==> config.mk <==
export PLATFORM = sky130hd
export DESIGN_NAME = uart_tx_engine_flat
export DESIGN_NICKNAME = d
export VERILOG_FILES = /design/src/rtl/uart_tx_engine_if.sv /design/src/rtl/uart_tx_engine.sv /design/src/flat_wrapper.sv
export SDC_FILE = /design/constraint.sdc
export NUM_CORES = 1
export LEC_CHECK = 0
export CAP_MARGIN = 10
export CORE_ASPECT_RATIO = 0.5
export CORE_UTILIZATION = 25
export DETAILED_ROUTE_END_ITERATION = 16
export HOLD_SLACK_MARGIN = 0.08
export SLEW_MARGIN = 20
export SYNTH_ARGS = -nofsm -noshare
export SYNTH_HDL_FRONTEND = slang
export SYNTH_SLANG_ARGS = --single-unit
==> constraint.sdc <==
create_clock -name clk -period 2.4 [get_ports clk]
set_input_delay 0.48 -clock clk [delete_from_list [all_inputs] [get_ports clk]]
set_output_delay 0.48 -clock clk [all_outputs]
set_load 0.05 [all_outputs]
==> src/rtl/uart_tx_engine_if.sv <==
`default_nettype none
// ============================================================================
// Module      : uart_tx_engine_if
// Description : Load/format/status bundle between the transmit register
//               interface and the UART transmit engine.
// Revision    : 1.0 - initial release
// ============================================================================
interface uart_tx_engine_if #(
    parameter int CNT_W = 19
);
    logic             load;
    logic [7:0]       data_in;
    logic             eight;
    logic             pen;
    logic             ohel;
    logic [CNT_W-1:0] baud_k;
    logic             tx;
    logic             txrdy;
    logic             tx_done;

    modport master (
        output load, data_in, eight, pen, ohel, baud_k,
        input  tx, txrdy, tx_done
    );

    modport slave (
        input  load, data_in, eight, pen, ohel, baud_k,
        output tx, txrdy, tx_done
    );
endinterface
`default_nettype wire

==> src/rtl/uart_tx_engine.sv <==
`default_nettype none
// ============================================================================
// Module      : uart_tx_engine
// Description : UART transmitter; shifts a fixed 11-bit frame out LSB first.
// Revision    : 1.0 - initial release
// ============================================================================
module uart_tx_engine #(
    parameter int CNT_W = 19
) (
    input  wire logic       clk,
    input  wire logic       reset,
    uart_tx_engine_if.slave bus
);

    typedef enum logic [0:0] {
        S_IDLE = 1'b0,
        S_SEND = 1'b1
    } state_t;

    localparam logic [3:0]  c_LAST_BIT = 4'd10;
    localparam logic [10:0] c_IDLE_LINE = 11'h7FF;

    state_t           r_state;
    logic [10:0]      r_shift;
    logic [3:0]       r_bit_cnt;
    logic [CNT_W-1:0] r_baud_cnt;
    logic [CNT_W-1:0] r_baud_k;
    logic             r_txrdy;
    logic             r_tx_done;

    logic             w_par7;
    logic             w_par8;
    logic             w_bit8;
    logic             w_bit9;
    logic [10:0]      w_frame;

    // Unused format positions stay 1 so every frame is 11 bit times long.
    always_comb begin
        w_par7  = (^bus.data_in[6:0]) ^ bus.ohel;
        w_par8  = (^bus.data_in[7:0]) ^ bus.ohel;
        w_bit8  = bus.eight ? bus.data_in[7] : (bus.pen ? w_par7 : 1'b1);
        w_bit9  = (bus.eight && bus.pen) ? w_par8 : 1'b1;
        w_frame = {1'b1, w_bit9, w_bit8, bus.data_in[6:0], 1'b0};
    end

    always_ff @(posedge clk) begin
        if (reset) begin
            r_state    <= S_IDLE;
            r_shift    <= c_IDLE_LINE;
            r_bit_cnt  <= 4'd0;
            r_baud_cnt <= '0;
            r_baud_k   <= '0;
            r_txrdy    <= 1'b1;
            r_tx_done  <= 1'b0;
        end else begin
            r_tx_done <= 1'b0;
            case (r_state)
                S_IDLE: begin
                    if (bus.load) begin
                        r_shift    <= w_frame;
                        r_baud_k   <= bus.baud_k;
                        r_bit_cnt  <= 4'd0;
                        r_baud_cnt <= '0;
                        r_txrdy    <= 1'b0;
                        r_state    <= S_SEND;
                    end
                end
                S_SEND: begin
                    if (r_baud_cnt == r_baud_k) begin
                        r_baud_cnt <= '0;
                        r_shift    <= {1'b1, r_shift[10:1]};
                        r_bit_cnt  <= r_bit_cnt + 4'd1;
                        if (r_bit_cnt == c_LAST_BIT) begin
                            r_bit_cnt <= 4'd0;
                            r_shift   <= c_IDLE_LINE;
                            r_txrdy   <= 1'b1;
                            r_tx_done <= 1'b1;
                            r_state   <= S_IDLE;
                        end
                    end else begin
                        r_baud_cnt <= r_baud_cnt + 1'b1;
                    end
                end
                default: begin
                    r_state <= S_IDLE;
                    r_shift <= c_IDLE_LINE;
                    r_txrdy <= 1'b1;
                end
            endcase
        end
    end

    assign bus.tx      = r_shift[0];
    assign bus.txrdy   = r_txrdy;
    assign bus.tx_done = r_tx_done;

endmodule
`default_nettype wire
==> src/flat_wrapper.sv <==
// flat-port wrapper written by rule: the top's interface ports become plain ports
module uart_tx_engine_flat 
#(
    parameter int CNT_W = 19
)
  (clk, reset, bus_load, bus_data_in, bus_eight, bus_pen, bus_ohel, bus_baud_k, bus_tx, bus_txrdy, bus_tx_done);
  uart_tx_engine_if #(.CNT_W(CNT_W)) bus_i ();
  input  wire logic clk;
  input  wire logic reset;
  input wire logic [$bits(bus_i.load)-1:0] bus_load;
  input wire logic [$bits(bus_i.data_in)-1:0] bus_data_in;
  input wire logic [$bits(bus_i.eight)-1:0] bus_eight;
  input wire logic [$bits(bus_i.pen)-1:0] bus_pen;
  input wire logic [$bits(bus_i.ohel)-1:0] bus_ohel;
  input wire logic [$bits(bus_i.baud_k)-1:0] bus_baud_k;
  output wire logic [$bits(bus_i.tx)-1:0] bus_tx;
  output wire logic [$bits(bus_i.txrdy)-1:0] bus_txrdy;
  output wire logic [$bits(bus_i.tx_done)-1:0] bus_tx_done;
  assign bus_i.load = bus_load;
  assign bus_i.data_in = bus_data_in;
  assign bus_i.eight = bus_eight;
  assign bus_i.pen = bus_pen;
  assign bus_i.ohel = bus_ohel;
  assign bus_i.baud_k = bus_baud_k;
  assign bus_tx = bus_i.tx;
  assign bus_txrdy = bus_i.txrdy;
  assign bus_tx_done = bus_i.tx_done;
  uart_tx_engine #(.CNT_W(CNT_W)) u_core (.clk(clk), .reset(reset), .bus(bus_i));
endmodule
==> metrics.md <==
| Metric | Value |
|---|---|
| Status | completed |
| Syn Area/Cell | ~8.1 um2 |
| Setup-failing EPs final | 0 |
| Fin crit period | approximately 2.0 ns |
| DP Wirelength | roughly 4500 um |
| Root buf cell | clkbuf_16 |
| Initial antenna violation count | 0 |
| Synthesized area | 2760 um2 |
| Critical Path Source Type | flip-flop |
| Kind of critical path | flip-flop to flip-flop |
| Crit Path Max Fanout | 19 |
| Worst r2r src | u_core.r_baud_cnt[8] |
| Diode count | 0 |
| Commonest cells in the synthesized netlist | 60 x nand2_1, 55 x dfxtp_1, 28 x a21oi_1 |
| Worst Setup EP | u_core.r_baud_cnt[18] |
| CTS tree | done |
| Post-Route Skew | 0.00566 ns |
| Postcts setup bufs | 0 |
| VDD IR max | roughly 0.0003 V |
| RSZ-0062 raised after global routing | no |
| Largest net degree at the start of global routing | 29 |
| Fillers | 1099 |
| Area occupied by registers | between 1000 and 1500 um2 |
| Sequential-to-total area share from yosys stat | about 40% |
| DRT Pass-1 Iters | 4 |
| Drt initial violations | between 150 and 200 |
| Proportion of layout cells with a drive suffix above 1 | slightly below 8% |
| R2R Setup Slk | 0.43 ns |
| Pwr per Cell Area | between 600 and 700 nW/um2 |
| Asr flop ratio synth | 0% |
| Count leader, synth | nand2_1 |
| Worst-path clk slew | around 0.070 ns |
| Max Freq | about 0.51 GHz |
| RR Endpoint | u_core.r_baud_cnt[18] |
| Port buffer count | 35 |
| Nets | 410 |
| Path type of the worst min-delay path | flip-flop to flip-flop |
| Synth-to-layout area growth | 25.9% |
| DRC Markers | 0 |
| Number of max-cap violations | 0 |
| Synth Register Bits | 55 |
| Remaining global-route overflow | 0 |
| CP required | between 2 and 3 ns |
| Area leader, netlist | dfxtp_1 |
| Top FF cell, synth | dfxtp_1 |
| ANT nets after route | 0 |
| Vias | around 2500 |
| Clk sink count | 55 |
| Via/cell ratio | roughly 4.8 |
| Worst setup path startpoint | u_core.r_baud_cnt[8] |
| Fin. max-slew vios | 0 |
| Post_cts resized | 0 |
| Pleak | 0.00126 uW |
| Total wire length | roughly 6400 um |
| Cts hold-fix bufs | 0 |
| IO Pins | 36 |
| RePlAce Congestion | ~0.8 |
| Critical Path End Type | flip-flop |
| Worst-margin pin slew | 0.634 ns |
| Multi-input logic area | around 1600 um2 |
| Final Hold Fails | 0 |
| Synth Instances | 339 |
| Syn. warnings | 0 |
| Depth of the worst register-to-register path | 7 |
| Post-Layout Cell Count | 515 |
| Die ar. | about 11000 um2 |
| Die H | 76.3 um |
| GRT Total Usage | 11.9% |
| Final hold slack | ~0.47 ns |
| Number of placed cells counting well taps | 507 |
| Starting density of the core | a little over a quarter |
| Worst EP arrival | around 2.2 ns |
| Unique cell type count in the Yosys netlist | between 40 and 50 |
| Vias in the first global route | around 2200 |
| Die width | between 150 and 200 um |
| Drt wl/cell | between 10 and 15 um |
| H-tree Lvls | 2 |
| Core Area | approximately 10000 um2 |
| Worst-Skew Late Latency | about 0.29 ns |
| Post-Syn Nets | 375 |
| First-pass GRT wire length | between 10000 and 15000 um |
| Number of synthesized flops with an enable pin | 0 |
| Fin Setup TNS | 0 ns |
| CTS max path bufs | 2 |
| Largest cells by area after synthesis | dfxtp_1 40%, xnor2_1 8.6%, nand2_1 8.2% |
| Final period util | 81.9% |
| Inserted Clock Buffers | 5 |
| Relative slew slack | a little under three fifths |
| Share of the synthesized area in the top cell type | around 40% |
| Row cnt | 26 |
| Util after Layout | approximately a third |
==> registers in the layout, indices dropped and copies added, names as in the netlist <==
signal and flops:
u_core.r_baud_k 19, u_core.r_state 1, u_core.r_shift 10, u_core.bus.tx_done 1, u_core.r_bit_cnt 4, u_core.r_baud_cnt 19, u_core.bus.txrdy 1
==> layout make-up <==
cell class | count | share of cell area, %
Clock buffer | 6 | 4.00
Clock inverter | 2 | 1.01
Inverter | 5 | 0.541
Multi-Input combinational cell | 260 | 45.0
Sequential cell | 55 | 31.7
Tap cell | 140 | 5.05
Timing Repair Buffer | 47 | 12.7
==> cells in the final DEF, fill, tap and decap left out, drive strengths merged <==
cell type      instances
clkdlybuf4s50         35
and3                  12
a32o                   1
a211o                  7
ha                     3
o21ai                 17
a21boi                 1
a21oi                 28
buf                   12
a31oi                  2
nor2                  26
or3                    1
o2bb2ai                1
nor3                   3
clkbuf                 6
nand2                 61
nor2b                  2
nand3                 18
nand4                 10
a21o                   2
dfxtp                 55
mux2i                  8
and3b                  1
or2                    2
inv                    5
a221o                  3
and4                   2
xnor2                 27
a22o                   2
o211ai                 1
nand2b                 2
o31ai                  1
nor3b                  1
o311ai                 5
xor2                   5
bufinv                 1
a211oi                 1
clkinv                 1
and2                   1
o22ai                  3
==> where the power goes <==
part | total, uW | switching, uW | internal, uW
sequential | 982 | 30.2 | 952
combinational | 315 | 163 | 153
clock | 859 | 339 | 520
==> per-layer routing <==
layer | up-vias | GRT usage (%) | wire length, um
li1 | 1261 | - | -
met3 | 6 | 3.29 | 200
met5 | - | 0 | 0
met2 | 33 | 18.7 | 2960
met4 | 0 | 3.74 | 64
met1 | 1150 | 15.8 | 3180
==> stage by stage <==
step	worst slack [ns]	total power, uW	area, um2
after floorplan	0.702	1200	2760
after global placement	0.122	1320	3290
after detailed placement	0.0794	1320	3290
after CTS	0.390	2180	3460
after global routing	0.283	2260	3470
final	0.434	2160	3470
==> kinds of logic after synthesis <==
group | after synthesis | synth area share, %
AO/OA/AOI/OAI | 75 | 17.5
XOR/XNOR | 32 | 10.2
adder cells (fa/ha/maj) | 3 | 1.36
buffers and inverters | 24 | 3.63
flip-flops | 55 | 39.9
multiplexers | 8 | 2.91
AND/OR/NAND/NOR | 142 | 24.5
==> worst max-delay path, cell delays in order, from the launching register on <==
cell and delay, ns:
dfxtp_1 0.47, xnor2_1 0.19, nand4_1 0.17, nor3_4 0.30, a21boi_2 0.08, buf_4 0.21, and3_1 0.18, a221o_1 0.25
==> worst min-delay path by stage <==
stage	cells after the start	start	slack, ns	end
6_report	2	u_core.r_baud_k[8]	0.47	u_core.r_baud_k[8]
5_1_grt	2	u_core.r_baud_k[7]	0.49	u_core.r_baud_k[7]
4_1_cts	2	u_core.r_baud_k[8]	0.47	u_core.r_baud_k[8]
3_5_place_dp	2	u_core.bus.txrdy	0.46	u_core.bus.txrdy
3_3_place_gp	2	u_core.r_baud_k[9]	0.46	u_core.r_baud_k[9]
2_1_floorplan	2	u_core.r_baud_k[15]	0.45	u_core.r_baud_k[15]
No activity file was read; power rests on OpenSTA's default activity.
